**config.mk**
```make
export PLATFORM = sky130hd
export DESIGN_NAME = uart_tx_arbiter
export DESIGN_NICKNAME = d
export VERILOG_FILES = /design/src/rtl/uart_tx_arbiter.sv
export SDC_FILE = /design/constraint.sdc
export NUM_CORES = 1
export LEC_CHECK = 0
export CAP_MARGIN = 10
export CORE_MARGIN = 2
export CORE_UTILIZATION = 37
export CTS_BUF_LIST = sky130_fd_sc_hd__clkbuf_8 sky130_fd_sc_hd__clkbuf_16
export CTS_CLUSTER_DIAMETER = 150
export DETAILED_ROUTE_END_ITERATION = 16
export GPL_TIMING_DRIVEN = 0
export PLACE_DENSITY = 0.75
export REMOVE_ABC_BUFFERS = 1
export SYNTH_ARGS = -nofsm -noshare
export SYNTH_HDL_FRONTEND = slang
export SYNTH_SLANG_ARGS = --single-unit
export TNS_END_PERCENT = 1
```
**constraint.sdc**
```tcl
create_clock -name clk -period 1.4 [get_ports clk]
set_input_delay 0.14 -clock clk [delete_from_list [all_inputs] [get_ports clk]]
set_output_delay 0.14 -clock clk [all_outputs]
set_load 0.03 [all_outputs]
```
**src/rtl/uart_tx_arbiter.sv**
```systemverilog
// Round-robin owner of a shared UART transmit path: grants one requester for a
// whole packet, passes its bytes through, then holds off for an idle gap.
module uart_tx_arbiter #(
    parameter int NUM_REQ    = 2,
    parameter int DATA_WIDTH = 8,
    parameter int GAP_CYCLES = 16
) (
    input  logic                          clk,
    input  logic                          rst,
    input  logic [NUM_REQ-1:0]            req_valid,
    input  logic [NUM_REQ*DATA_WIDTH-1:0] req_data,
    input  logic [NUM_REQ-1:0]            req_last,
    output logic [NUM_REQ-1:0]            req_ready,
    output logic                          tx_valid,
    output logic [DATA_WIDTH-1:0]         tx_data,
    input  logic                          tx_ready,
    output logic [NUM_REQ-1:0]            grant,
    output logic                          busy
);

    localparam int IDX_W = (NUM_REQ > 1) ? $clog2(NUM_REQ) : 1;
    localparam int GAP_W = (GAP_CYCLES > 0) ? $clog2(GAP_CYCLES + 1) : 1;

    typedef enum logic [1:0] {
        IDLE = 2'd0,
        SEND = 2'd1,
        GAP  = 2'd2
    } state_t;

    state_t                state;
    state_t                state_next;
    logic [NUM_REQ-1:0]    grant_next;
    logic [IDX_W-1:0]      last_grant;
    logic [IDX_W-1:0]      last_grant_next;
    logic [GAP_W-1:0]      gap_cnt;
    logic [GAP_W-1:0]      gap_cnt_next;
    logic [IDX_W-1:0]      owner;
    logic [DATA_WIDTH-1:0] owner_data;
    logic                  pick_found;
    logic [IDX_W-1:0]      pick_idx;
    logic                  last_xfer;

    // Encode the one-hot grant into an index and select that requester's byte.
    always_comb begin
        owner      = '0;
        owner_data = '0;
        for (int i = 0; i < NUM_REQ; i++) begin
            owner      = grant[i] ? IDX_W'(i) : owner;
            owner_data = grant[i] ? req_data[i*DATA_WIDTH +: DATA_WIDTH] : owner_data;
        end
    end

    // Rotating-priority search starting just above the previous owner.
    always_comb begin
        int  cand;
        logic hit;
        pick_found = 1'b0;
        pick_idx   = last_grant;
        cand       = 0;
        hit        = 1'b0;
        for (int k = 1; k <= NUM_REQ; k++) begin
            cand       = (int'(last_grant) + k) % NUM_REQ;
            hit        = !pick_found && req_valid[IDX_W'(cand)];
            pick_idx   = hit ? IDX_W'(cand) : pick_idx;
            pick_found = pick_found | hit;
        end
    end

    // Pass-through datapath; tx_ready never feeds tx_valid, req_valid never feeds req_ready.
    always_comb begin
        tx_valid  = 1'b0;
        tx_data   = '0;
        req_ready = '0;
        if (state == SEND) begin
            tx_valid         = req_valid[owner];
            req_ready[owner] = tx_ready;
            if (req_valid[owner]) begin
                tx_data = owner_data;
            end else begin
                tx_data = '0;
            end
        end else begin
            tx_valid = 1'b0;
        end
    end

    assign last_xfer = tx_valid && tx_ready && req_last[owner];
    assign busy      = (state != IDLE);

    // Next-state logic for the IDLE/SEND/GAP sequencer.
    always_comb begin
        state_next      = state;
        grant_next      = grant;
        last_grant_next = last_grant;
        gap_cnt_next    = gap_cnt;
        case (state)
            IDLE: begin
                if (pick_found) begin
                    state_next      = SEND;
                    grant_next      = {{(NUM_REQ-1){1'b0}}, 1'b1} << pick_idx;
                    last_grant_next = pick_idx;
                end else begin
                    state_next = IDLE;
                end
            end
            SEND: begin
                if (last_xfer) begin
                    grant_next = '0;
                    if (GAP_CYCLES == 0) begin
                        state_next = IDLE;
                    end else begin
                        state_next   = GAP;
                        gap_cnt_next = GAP_W'(GAP_CYCLES);
                    end
                end else begin
                    state_next = SEND;
                end
            end
            GAP: begin
                // Saturating countdown: the counter stops at zero rather than wrapping.
                gap_cnt_next = (gap_cnt != '0) ? gap_cnt - GAP_W'(1) : '0;
                if (gap_cnt <= GAP_W'(1)) begin
                    state_next = IDLE;
                end else begin
                    state_next = GAP;
                end
            end
            default: begin
                state_next   = IDLE;
                grant_next   = '0;
                gap_cnt_next = '0;
            end
        endcase
    end

    // State registers; reset leaves requester 0 first in line.
    always_ff @(posedge clk or posedge rst) begin
        if (rst) begin
            state      <= IDLE;
            grant      <= '0;
            last_grant <= IDX_W'(NUM_REQ - 1);
            gap_cnt    <= '0;
        end else begin
            state      <= state_next;
            grant      <= grant_next;
            last_grant <= last_grant_next;
            gap_cnt    <= gap_cnt_next;
        end
    end

endmodule

```
==> flow_summary.toml <==
[outcome]
status = "finished with violations"
violations = "negative setup slack"

[floorplan]
start_util_pct = 38.8
io_pins = 37
die_h_um = 52.0
fp.dieW_um = 52.0
core_area_um2 = 2190
row_count = 17
dieArea_um2 = 2700

[route]
vias = 844
drt_pass1_iterations = 4
post_drt_wl_per_cell_um = 13.9
wirelength_um = 2250
viasPerCell = 5.21
drtIter0Drc = 15
drcViolationCount = 0
antenna_left = 0

[synth]
synthFlopType = "dfrtp_1"
syn_avg_cell_area_um2 = 9.15
yosysWarnings = 0
ys_types = 33
yosysTopAreaCell = "dfrtp_1"
netlist_area_um2 = 851
synth_cells = 93
synth-seq-cells = 10
ys_seq_area_share_pct = 29.6
synth_edf_count = 0
synth-async-reset-ratio_pct = 100
synth_most_common_cell = "nor2_1"
synthTopCellsByCount = "nor2_1 (12), dfrtp_1 (9), a22oi_1 (8), nand2_1 (8), o21ai_0 (8)"
synthTopCellsByArea = "dfrtp_1 (26%), ha_1 (10%), a22oi_1 (7.1%)"
yosys.area.top_type_share_pct = 26.5

[global_route]
grt_max_degree = 12
grt_usage_pct = 16.8
antenna_found_initial = 0
first_global_vias = 801
grt_pass1_wl_um = 3350
gr-total-overflow = 0

[placed_design]
dpl.hpwl_um = 1620
placed_cell_area_um2 = 1210
io_buffers = 36
place_congestion = 0.756

[clock_tree]
clockBufferDepth = 2
cts.sinks = 10
clock_latency_ns = 0.24
cts-root-buf = "clkbuf_8"
cts_made_buffers = 3
holdBufCountCts = 0
tritoncts = "yes"
htree_num_levels = 1
clk_pin_slew_worst_paths_ns = 0.05

[critical_path]
crit_arrival_ns = 1.67
worst_path_max_delay_cell = "dfrtp_2"
worst-endpoint-required_ns = 1.52
cp-end-kind = "register"
critPathLaunchType = "register"
crit_fanout = 11
max_stage_delay_ns = 0.42
critPathKind = "reg2reg"
path_cells = "buf_4 > nand4b_4 > a31oi_4 > mux2_2"
cp_top_family = "flip-flops"
critPathBufInv = 1

[timing]
worst_pin_slew_ns = 0.392
max_freq_mhz = 647
min_period_ns = 1.55
whs_ns = 0.178
grt_setup_unrepaired = "true"
finalHoldViolCount = 0
fin_tns_setup_ns = -1.32
setup_viol = 17
finClkSkew_ns = 0.00480
setup_ws_ns = -0.146
slew-limit-headroom_pct = 73.8
fin_crit_sh_pct = 110
drv_slew = 0

[power_and_ir_drop]
power.density_nw_per_um2 = 1700
p_leak_nw = 0.589
peakVddDrop_v = 0.00104

[finish]
antenna_cells = 0
register_area_um2 = 256
drive_above_1_share_pct = 39.6
fin_nets = 165
multi_input_area_um2 = 638
syn2layout_area_growth_pct = 64.4
n_fill_cell = 176
fin_area_um2 = 1400

[flow_run]
cap_viol_max_count = 0

[worst_hold_path]
hold_class = "in2async"
-- metal layers --
metal | up-vias | global-route usage (%) | part of all wire, %
li1 | 417 | - | -
met1 | 379 | 16.1 | 37
met2 | 45 | 30.0 | 46
met3 | 3 | 6.90 | 15
met4 | 0 | 9.65 | 1.3
met5 | - | 0 | 0
-- layout make-up --
cell class | instances | share of cell area, %
flip-flops and latches | 10 | 18.3
well taps | 28 | 2.50
multi-input cells | 71 | 45.6
inverters | 7 | 1.88
repair buffers | 42 | 27.7
clock buffers | 4 | 3.94
-- report_power, final --
part / leakage [nW] / switching [W] / internal [W]
registers: 0.125 / 0.0000980 / 0.000388
logic: 0.435 / 0.000833 / 0.000702
clock network: 0.0288 / 0.000117 / 0.000247
total: 0.589 / 0.00105 / 0.00134
-- logic make-up (layout without fill, tap and decap cells) --
family	Yosys count	in the layout	share of synthesized area, %
compound gates	27	27	25.3
flops	10	10	29.6
simple gates	32	32	21.3
buf+inv	12	53	7.50
mux	3	3	3.97
xor+xnor	2	2	2.06
fa+ha+maj	7	7	10.3
-- layout by cell type (no fill, tap or decap), drive strengths merged, types with 3 or more instances in the layout --
cell            n
a21oi           3
a22oi           8
buf            17
clkbuf          5
clkdlybuf4s50  21
dfrtp           9
ha              7
inv             7
mux2            3
nand2           8
nor2           12
o21ai           8
-- stage by stage --
| stage | total power [W] | worst slack (ns) | std cells | util, % |
|---|---|---|---|---|
| after floorplan | 0.00131 | -0.363 | 88 | - |
| after global placement | 0.00170 | -0.783 | 152 | 55.2 |
| after detailed placement | 0.00172 | -0.820 | 152 | 55.2 |
| after CTS | 0.00217 | -0.249 | 158 | 59.9 |
| after global routing | 0.00254 | -0.199 | 162 | 63.8 |
| final | 0.00238 | -0.146 | 162 | 63.8 |
-- worst reg2reg max path, cell delays in order, from the launching register on --
cell	delay [ns]
dfrtp_2	0.42
buf_4	0.18
nand4b_4	0.20
a31oi_4	0.28
mux2_2	0.36
-- repair_timing --
action                     CTS  global route
gates resized for setup     64            52
pin swaps                    2             8
setup endpoints to repair   23            20
setup buffers                2             4
-- registers in the layout, summed over array words and instances (netlist names) --
signal      cells
state           2
grant           2
gap_cnt         5
last_grant      1
-- worst paths after layout --
path | from | endpoint | slack (ns) | depth (start not counted)
max | grant[1] | gap_cnt[4] | -0.15 | 4
min | rst | grant[0] | 0.18 | 2
max reg2reg | grant[1] | gap_cnt[4] | -0.15 | 4
min reg2reg | gap_cnt[0] | gap_cnt[0] | 0.50 | 1
max in group asynchronous | rst | last_grant | 0.91 | 2
min in group clk | req_valid[0] | last_grant | 0.45 | 3
(Power assumes the default switching activity.)
